`src/rtl/core_pkg.sv`:
```
// Shared fetch-path types: control state encoding, buffered instruction entry,
// and small address helpers used by the fetch unit and its instruction buffer.
package core_pkg;

   typedef enum logic [0:0] {
      FETCH = 1'b0,
      DRAIN = 1'b1
   } fetch_state_e;

   typedef struct packed {
      logic [31:0] inst;
      logic [31:0] pc;
   } fetch_entry_t;

   localparam logic [31:0] PC_STEP = 32'd4;

   function automatic logic [31:0] align_word(input logic [31:0] addr);
      return {addr[31:2], 2'b00};
   endfunction

endpackage

```
`src/rtl/fetch_fifo.sv`:
```
// Instruction buffer: circular FIFO of {inst, pc} entries with a combinational head,
// simultaneous push/pop (also when full) and a single-cycle flush.
module fetch_fifo
   import core_pkg::*;
#(
   parameter int unsigned FIFO_DEPTH = 2
) (
   input  logic                           i_clk,
   input  logic                           i_reset,
   input  logic                           i_flush,
   input  logic                           i_push,
   input  fetch_entry_t                   i_push_entry,
   input  logic                           i_pop,
   output fetch_entry_t                   o_head,
   output logic [$clog2(FIFO_DEPTH):0]    o_count
);

   localparam int unsigned PTR_W = $clog2(FIFO_DEPTH);
   localparam int unsigned CNT_W = PTR_W + 1;
   localparam logic [PTR_W-1:0] LAST_IDX = PTR_W'(FIFO_DEPTH - 1);
   localparam logic [CNT_W-1:0] DEPTH_C  = CNT_W'(FIFO_DEPTH);

   fetch_entry_t mem_q [FIFO_DEPTH];

   logic [PTR_W-1:0] rd_ptr_q, rd_ptr_d;
   logic [PTR_W-1:0] wr_ptr_q, wr_ptr_d;
   logic [CNT_W-1:0] count_q, count_d;
   logic             do_push;
   logic             do_pop;

   function automatic logic [PTR_W-1:0] next_ptr(input logic [PTR_W-1:0] ptr);
      return (ptr == LAST_IDX) ? '0 : ptr + PTR_W'(1);
   endfunction

   always_comb begin
      do_pop   = i_pop && (count_q != '0) && !i_flush;
      // A push into a full buffer is only legal when the head leaves in the same cycle.
      do_push  = i_push && ((count_q != DEPTH_C) || do_pop) && !i_flush;
      rd_ptr_d = rd_ptr_q;
      wr_ptr_d = wr_ptr_q;
      count_d  = count_q;

      if (i_flush) begin
         rd_ptr_d = '0;
         wr_ptr_d = '0;
         count_d  = '0;
      end else begin
         if (do_pop) begin
            rd_ptr_d = next_ptr(rd_ptr_q);
         end
         if (do_push) begin
            wr_ptr_d = next_ptr(wr_ptr_q);
         end
         case ({do_push, do_pop})
            2'b10:   count_d = count_q + CNT_W'(1);
            2'b01:   count_d = count_q - CNT_W'(1);
            default: count_d = count_q;
         endcase
      end
   end

   always_ff @(posedge i_clk or posedge i_reset) begin
      if (i_reset) begin
         rd_ptr_q <= '0;
         wr_ptr_q <= '0;
         count_q  <= '0;
      end else begin
         rd_ptr_q <= rd_ptr_d;
         wr_ptr_q <= wr_ptr_d;
         count_q  <= count_d;
      end
   end

   always_ff @(posedge i_clk) begin
      if (do_push) begin
         mem_q[wr_ptr_q] <= i_push_entry;
      end
   end

   assign o_head  = mem_q[rd_ptr_q];
   assign o_count = count_q;

endmodule

```
`src/rtl/fetch_unit.sv`:
```
// Instruction fetch unit: issues word fetches, buffers in-order responses, and drops
// stale responses after a redirect. Optional stall counter under FETCH_STALL_CNT_EN.
module fetch_unit
   import core_pkg::*;
#(
   parameter logic [31:0] RESET_PC   = 32'h0000_0000,
   parameter int unsigned FIFO_DEPTH = 2
) (
   input  logic        i_clk,
   input  logic        i_reset,
   output logic        o_imem_req,
   output logic [31:0] o_imem_addr,
   input  logic        i_imem_ack,
   input  logic        i_imem_rvalid,
   input  logic [31:0] i_imem_rdata,
   input  logic        i_redirect,
   input  logic [31:0] i_redirect_pc,
   output logic        o_inst_valid,
   output logic [31:0] o_inst,
   output logic [31:0] o_inst_pc,
   input  logic        i_inst_ready
`ifdef FETCH_STALL_CNT_EN
   ,
   output logic [31:0] o_stall_cnt
`endif
);

   localparam int unsigned CNT_W = $clog2(FIFO_DEPTH) + 1;
   localparam logic [CNT_W:0] DEPTH_W = (CNT_W + 1)'(FIFO_DEPTH);

   fetch_state_e     state_q, state_d;
   logic [31:0]      pc_q, pc_d;
   logic [31:0]      resp_pc_q, resp_pc_d;
   logic [CNT_W-1:0] outstanding_q, outstanding_d;
   logic [CNT_W-1:0] discard_q, discard_d;

   logic [CNT_W-1:0] fifo_count;
   logic [CNT_W:0]   in_flight;
   fetch_entry_t     fifo_head;
   fetch_entry_t     push_entry;
   logic             ack_fire;
   logic             fifo_push;
   logic             fifo_pop;
   logic             fifo_flush;

   // Requests in flight plus buffered entries may never exceed the buffer, so every
   // response always has a slot waiting for it.
   assign in_flight   = {1'b0, outstanding_q} + {1'b0, fifo_count};
   assign o_imem_req  = !i_reset && (state_q == FETCH) && (in_flight < DEPTH_W);
   assign o_imem_addr = pc_q;
   assign ack_fire    = o_imem_req && i_imem_ack;

   assign o_inst_valid = (fifo_count != '0);
   assign o_inst       = fifo_head.inst;
   assign o_inst_pc    = fifo_head.pc;
   assign fifo_pop     = o_inst_valid && i_inst_ready;
   assign push_entry   = '{inst: i_imem_rdata, pc: resp_pc_q};

   always_comb begin
      state_d       = state_q;
      pc_d          = pc_q;
      resp_pc_d     = resp_pc_q;
      discard_d     = discard_q;
      fifo_push     = 1'b0;
      fifo_flush    = 1'b0;
      outstanding_d = outstanding_q + CNT_W'(ack_fire) - CNT_W'(i_imem_rvalid);

      if (i_redirect) begin
         // Everything still owed by memory after this edge belongs to the old stream,
         // including a request accepted in this very cycle.
         fifo_flush = 1'b1;
         pc_d       = align_word(i_redirect_pc);
         resp_pc_d  = align_word(i_redirect_pc);
         discard_d  = outstanding_d;
         state_d    = (outstanding_d != '0) ? DRAIN : FETCH;
      end else begin
         case (state_q)
            FETCH: begin
               if (ack_fire) begin
                  pc_d = pc_q + PC_STEP;
               end
               if (i_imem_rvalid) begin
                  fifo_push = 1'b1;
                  resp_pc_d = resp_pc_q + PC_STEP;
               end
            end
            DRAIN: begin
               if (i_imem_rvalid) begin
                  discard_d = discard_q - CNT_W'(1);
                  if (discard_q == CNT_W'(1)) begin
                     state_d = FETCH;
                  end
               end
            end
            default: state_d = FETCH;
         endcase
      end
   end

   always_ff @(posedge i_clk or posedge i_reset) begin
      if (i_reset) begin
         state_q       <= FETCH;
         pc_q          <= RESET_PC;
         resp_pc_q     <= RESET_PC;
         outstanding_q <= '0;
         discard_q     <= '0;
      end else begin
         state_q       <= state_d;
         pc_q          <= pc_d;
         resp_pc_q     <= resp_pc_d;
         outstanding_q <= outstanding_d;
         discard_q     <= discard_d;
      end
   end

   fetch_fifo #(
      .FIFO_DEPTH (FIFO_DEPTH)
   ) u_fetch_fifo (
      .i_clk        (i_clk),
      .i_reset      (i_reset),
      .i_flush      (fifo_flush),
      .i_push       (fifo_push),
      .i_push_entry (push_entry),
      .i_pop        (fifo_pop),
      .o_head       (fifo_head),
      .o_count      (fifo_count)
   );

`ifdef FETCH_STALL_CNT_EN
   logic [31:0] stall_cnt_q, stall_cnt_d;

   // Counts cycles where decode wanted an instruction but the buffer was empty.
   always_comb begin
      stall_cnt_d = stall_cnt_q;
      if (i_inst_ready && !o_inst_valid) begin
         stall_cnt_d = stall_cnt_q + 32'd1;
      end
   end

   always_ff @(posedge i_clk or posedge i_reset) begin
      if (i_reset) begin
         stall_cnt_q <= '0;
      end else begin
         stall_cnt_q <= stall_cnt_d;
      end
   end

   assign o_stall_cnt = stall_cnt_q;
`endif

endmodule

```
`config.mk`:
```
export PLATFORM = sky130hd
export DESIGN_NAME = fetch_unit
export DESIGN_NICKNAME = d
export VERILOG_FILES = /design/src/rtl/core_pkg.sv /design/src/rtl/fetch_fifo.sv /design/src/rtl/fetch_unit.sv
export SDC_FILE = /design/constraint.sdc
export NUM_CORES = 1
export LEC_CHECK = 0
export BUFFER_PORTS_ARGS = -buffer_cell sky130_fd_sc_hd__buf_4
export CELL_PAD_IN_SITES_DETAIL_PLACEMENT = 1
export CELL_PAD_IN_SITES_GLOBAL_PLACEMENT = 1
export CORE_UTILIZATION = 25
export DETAILED_ROUTE_END_ITERATION = 7
export PLACE_DENSITY = 0.55
export SLEW_MARGIN = 20
export SYNTH_ARGS = -nofsm -noshare
export SYNTH_HDL_FRONTEND = slang
export SYNTH_SLANG_ARGS = --single-unit
```
`constraint.sdc`:
```
create_clock -name i_clk -period 7.1 [get_ports i_clk]
set_input_delay 0.355 -clock i_clk [delete_from_list [all_inputs] [get_ports i_clk]]
set_output_delay 0.355 -clock i_clk [all_outputs]
set_load 0.01 [all_outputs]
```
Word-level counts from Yosys, hierarchy flattened

Memories as Yosys holds them, arrays and structs flattened.
Cells that the tools add are included.

Add/subtract/negate cells: 10
$lt $le $gt $ge: 1
Shift operators: 0
Eq/ne operators: 5
Multiply operators: 0
Multiplexer cells: 28
Div/mod/pow operators: 0
Reduce and logical (&&, ||, !) cells: 22
Bitwise operators: 1

Operator list:

| operator                                                    | number |
|---|---|
| two-way mux 32 bit                                          | 6 |
| adder 32 x 3 -> 32 bit (second input constant)              | 2 |
| two-way mux 1 bit                                           | 17 |
| nonzero test 2 bit                                          | 7 |
| logical AND 1 bit                                           | 8 |
| two-way mux 2 bit                                           | 4 |
| AND reduction 2 bit                                         | 3 |
| equality test 2 x 1 -> 1 bit (second input constant)        | 2 |
| != test 2 bit (second input constant)                       | 2 |
| case mux 2 bit (2 select lines)                             | 1 |
| subtractor 2 x 1 -> 2 bit (second input constant)           | 2 |
| adder 2 x 2 -> 3 bit                                        | 1 |
| less-than comparator 3 x 2 -> 1 bit (second input constant) | 1 |
| nonzero test 3 bit                                          | 1 |
| adder 1 bit (second input constant)                         | 2 |
| adder 2 x 1 -> 2 bit                                        | 1 |
| adder 2 x 1 -> 2 bit (second input constant)                | 1 |
| equality test 2 bit (second input constant)                 | 1 |
| zero test 1 bit                                             | 2 |
| subtractor 2 x 1 -> 2 bit                                   | 1 |
| logical OR 1 bit                                            | 1 |
| inverter 1 bit                                              | 1 |

Register bits after elaboration: 73
Input port bits: 70
Bits in read-only memories: 0
Latch bits: 0
Memories kept: 1
Memory bits (writable): 128

Memories:

| name               | words | bits a word | rd ports | clocked after memory_dff | wr ports | RTL line         | RTL |
|---|---|---|---|---|---|---|---|
| u_fetch_fifo.mem_q | 2     | 64          | 1        | 0                        | 1        | fetch_fifo.sv:23 | `fetch_entry_t mem_q [FIFO_DEPTH];` |

Depth between registers and ports, before layout

Depth after elaboration: 10
Gate-level depth with buffers: 11
Depth with buffers taken out: 11

By module

From an unflattened synthesis, not the netlist that was laid out.

Cell total of the unflattened synthesis: 641
Area total of the unflattened synthesis: 8,768.4 µm²

By module, submodules not included:

| module     | area an instance (µm²) | cells an instance | instances |
|---|---|---|---|
| fetch_fifo | 4,849.7                | 227               | 1 |
| fetch_unit | 3,918.8                | 414               | 1 |

Worst setup path after synthesis

Ideal clock, no wire load.

Kind: reg-to-reg
From: reg state_q
To: mem u_fetch_fifo.mem_q[1][10] in the netlist's numbering, enable pin
Path slack: 1.010 ns
Cell stages (with the launch flop): 5
Library setup time: 0.571 ns
Arrival time: 5.519 ns
Path through: dfrtp_1 nor2b_1 clkbuf_1 o21ai_0 nor3b_1

Word-level cells in the longest chain between the ends: 6

RTL lines:

| element                                 | RTL line          | RTL |
|---|---|---|
| start, declared                         | fetch_unit.sv:31  | `fetch_state_e state_q, state_d;` |
| start signal, assigned                  | fetch_unit.sv:108 | `state_q <= state_d;` |
| two-way mux 1 bit                       | fetch_unit.sv:77  | `case (state_q)` |
| two-way mux 1 bit                       | fetch_unit.sv:68  | `if (i_redirect) begin` |
| logical AND 1 bit (2 in series)         | fetch_fifo.sv:38  | `do_push = i_push && ((count_q != DEPTH_C) \|\| do_pop) && !i_flush;` |
| two-way mux 1 bit                       | fetch_fifo.sv:75  | `if (do_push) begin` |
| two-way mux 1 bit (implied by the code) | fetch_fifo.sv:76  | `mem_q[wr_ptr_q] <= i_push_entry;` |
| end, declared                           | fetch_fifo.sv:23  |  |

Every way passes these cells.

Worst setup path after layout

From: reg u_fetch_fifo.count_q[0], in the netlist u_fetch_fifo.o_count[0]
To: reg pc_q[22], in the netlist o_imem_addr[22]

Word-level cells in the longest chain between the ends: 6

RTL lines:

| element                              | RTL line          | RTL |
|---|---|---|
| start, declared                      | fetch_fifo.sv:27  | `logic [CNT_W-1:0] count_q, count_d;` |
| start signal, assigned               | fetch_fifo.sv:70  | `count_q <= count_d;` |
| adder 2 x 2 -> 3 bit                 | fetch_unit.sv:48  | `assign in_flight = {1'b0, outstanding_q} + {1'b0, fifo_count};` |
| less-than comparator 3 x 2 -> 1 bit  | fetch_unit.sv:49  | `assign o_imem_req = !i_reset && (state_q == FETCH) && (in_flight < DEPTH_W);` |
| logical AND 1 bit                    | fetch_unit.sv:49  |  |
| logical AND 1 bit                    | fetch_unit.sv:51  | `assign ack_fire = o_imem_req && i_imem_ack;` |
| nonzero test 2 bit (no source line)  | -                 |  |
| AND reduction 2 bit (no source line) | -                 |  |
| end signal, assigned                 | fetch_unit.sv:109 | `pc_q <= pc_d;` |
| end, declared                        | fetch_unit.sv:32  | `logic [31:0] pc_q, pc_d;` |

Every way passes these cells.
A chain may end at the register's enable or synchronous reset.

==> impl_metrics.json <==
{
  "p_clk_frac": 0.342,
  "wl_per_cell_um": 18.3,
  "pre_cts_ws_ps": 3860,
  "synth_top_cell_by_area": "edfxtp_1",
  "antenna_left": 0,
  "internal_power_mw": 2.13,
  "ioPinCount": 168,
  "power_frac_comb": 0.175,
  "max_stage_delay_ps": 930,
  "slowest_stage": "nor4_1",
  "holdWs_ps": 114,
  "vdd_ir_drop_max_mv": 0.153,
  "yosys.area_share.simple": 0.142,
  "sequentialPowerShare": 0.482,
  "layout_setup_ws_ps": 3860,
  "power.leakage_nw": 4.04,
  "syn_area_sq_um": 8690,
  "syn_inst": 671,
  "synth-seq-cells": 193,
  "min_path_type": "input port to register",
  "finalClockSkew_ps": 15.9,
  "power_switching_mw": 0.788,
  "synth_compound_area_frac": 0.0759,
  "grt_pass1_vias": 6341,
  "crit_buf_inv": 0,
  "synth_edf_count": 124,
  "rsz0062_at_grt": "false",
  "grt_usage": 0.136,
  "die_y_um": 188,
  "min_period_over_period": 0.456,
  "drtIter0Drc": 295,
  "rows": 67,
  "netSwitchingFraction": 0.270,
  "setup_viol": 0,
  "layout-drive-gt1-share": 0.341,
  "viasPerCell": 4.75,
  "finalHoldViolCount": 0,
  "synth-seq-area-share": 0.627,
  "ys.warnings.count": 0,
  "slew_viol_final": 0,
  "synth.avg_cell_area_sq_um": 12.9,
  "status": "finished, final reports clean",
  "cts_tree": "yes",
  "synthMuxAreaShare": 0.0981,
  "synthAdderAreaFrac": 0.00950,
  "timing.max_slew.rel_slack": 0.301,
  "yosysTopAreaCellShare": 0.429,
  "grt_max_degree": 63,
  "layout.cells.most_common_list": "buf_4 (167), edfxtp_1 (124), mux2_2 (73)",
  "grt_pass1_wl_um": 37100,
  "tns_ps": 0,
  "gp_congestion": 0.731,
  "powerDensity_nw_per_um2": 265,
  "diodes": 0,
  "cp-end-kind": "register",
  "coreArea_sq_um": 33900,
  "async_flop_share": 0.358,
  "critPathArrivalTime_ps": 3540,
  "start_kind": "register",
  "path_class": "register to register",
  "syn2layout_area_growth_pct": 26.6,
  "fin_total_pwr_mw": 2.91,
  "drtPass1Iterations": 4,
  "vias": 6097,
  "initial_core_util": 0.257,
  "period_minus_slack_ps": 3240,
  "gr-total-overflow": 0,
  "die_area_sq_um": 35500,
  "cp.required_ps": 7410,
  "crit_path_max_fanout": 14,
  "nets": 898,
  "port_buffers": 161,
  "postCtsResizedCells": 0,
  "ctsRootBufferMaster": "clkbuf_16",
  "clock_path_buffers": 2,
  "yosysUniqueCellTypes": 52,
  "synth_top_family_by_area": "simple AND/OR/NAND/NOR gates",
  "drc": 0,
  "cap_violations": 0,
  "die_width_um": 188,
  "path_clk_slew_ps": 80,
  "max_freq_mhz": 309,
  "path_cells": "and2_1 -> fa_1 -> or4_4 -> nor4_1 -> and2_1 -> a211oi_1",
  "cp_common_cell": "and2_1",
  "cts_sinks": 193,
  "final_common_cell": "buf_4",
  "synth_top_flop_cell": "edfxtp_1",
  "insertion_delay_ps": 430,
  "hpwlAfterDp_um": 16100,
  "worst_pin_slew_ps": 1040,
  "numCtsBuffers": 17,
  "synth_area_leaders": "edfxtp_1 (43%), dfrtp_1 (20%), mux2_2 (9.5%)",
  "antenna_found_initial": 0,
  "routed_wl_um": 23400,
  "synth-xor-area-share": 0.0232,
  "crit_family": "simple AND/OR/NAND/NOR gates",
  "h-tree-depth": 4
}
[stage by stage]
| stage | area [sq um] | util | std cells |
|---|---|---|---|
| floorplan | 8700 | - | 674 |
| detailed placement | 10400 | 0.306 | 1250 |
| global placement | 10400 | 0.306 | 1250 |
| finish | 11000 | 0.325 | 1283 |
| CTS | 11000 | 0.325 | 1283 |
| global route | 11000 | 0.325 | 1283 |
[power groups by stage]
| stage | combinational [mW] | sequential [mW] | clock [mW] |
|---|---|---|---|
| after CTS | 0.524 | 1.41 | 1.04 |
| after global placement | 0.515 | 1.42 | 0 |
| after floorplan | 0.299 | 1.40 | 0 |
| after detailed placement | 0.521 | 1.43 | 0 |
| final | 0.511 | 1.40 | 0.997 |
| after global routing | 0.566 | 1.42 | 1.08 |
[flip-flops by register name, summed over array words and instances, names as in the netlist, 2 cells and up]
name                  flops
u_fetch_fifo.mem_q      124
discard_q                 2
u_fetch_fifo.o_count      2
outstanding_q             2
o_imem_addr              30
resp_pc_q                30
[per-layer routing]
| layer | part of all wire | up-vias | global-route usage |
|---|---|---|---|
| met3 | 0.038 | 11 | 0.0242 |
| met1 | 0.49 | 3071 | 0.193 |
| met5 | 0 | - | 0 |
| met4 | 0.0090 | 0 | 0.0357 |
| met2 | 0.46 | 135 | 0.213 |
| li1 | - | 2880 | - |
[worst register-to-register path, cell delays in order, from the launching register on]
cell      delay [ps]
dfrtp_1          460
and2_1           190
fa_1             430
or4_4            620
nor4_1           930
and2_1           380
a211oi_1         120
[logic make-up (layout without fill, tap and decap cells)]
family | count (synthesis) | in the layout
buffers and inverters | 51 | 212
XOR/XNOR | 23 | 23
adder cells (fa/ha/maj) | 6 | 6
multiplexers | 76 | 76
other | 1 | 4
flip-flops | 193 | 193
AO/OA/AOI/OAI | 94 | 94
AND/OR/NAND/NOR | 227 | 227
[cell type report]
class / count / area [sq um]
clock buffers: 25 / 574
clock inverters: 7 / 53.8
fillers: 3709 / 22900
inverters: 12 / 45.0
multi-input cells: 430 / 3050
flip-flops and latches: 193 / 5450
well taps: 448 / 561
repair buffers: 168 / 1260
[final timing paths]
path / from / endpoint / slack (ps) / cells past startpoint
max: u_fetch_fifo.o_count[0] / o_imem_addr[22] / 3860 / 6
min: i_imem_rdata[19] / u_fetch_fifo.mem_q[1][51] / 110 / 1
max reg2reg: u_fetch_fifo.o_count[0] / o_imem_addr[22] / 3860 / 6
min reg2reg: resp_pc_q[31] / u_fetch_fifo.mem_q[0][31] / 530 / 0
max in group asynchronous: i_reset / resp_pc_q[29] / 5600 / 4
min in group asynchronous: i_reset / resp_pc_q[6] / 410 / 3
[what timing repair did]
action,in CTS,in global routing
buffers inserted,0,0
setup endpoints to repair,0,0
endpoints found under the hold margin,7,0
hold buffers,1,0
[cell usage after synthesis, drive strengths merged, types with 2 or more instances]
library cell  number
a211oi            19
a21o               2
a21oi             16
a311oi             3
a31oi             13
and2               4
and3              10
and4              13
and4b              3
buf               11
clkbuf            28
dfrtp             69
edfxtp           124
ha                 5
inv               12
mux2              73
mux2i              3
nand2             42
nand2b             4
nand3             20
nand4             25
nor2              48
nor2b              5
nor3              12
nor4              16
o21a               3
o21ai             11
o2bb2ai            2
o311a              5
o31a               2
o31ai             10
or2                3
or3                5
or4               13
xnor2             17
xor2               6
(Power assumes the default switching activity.)
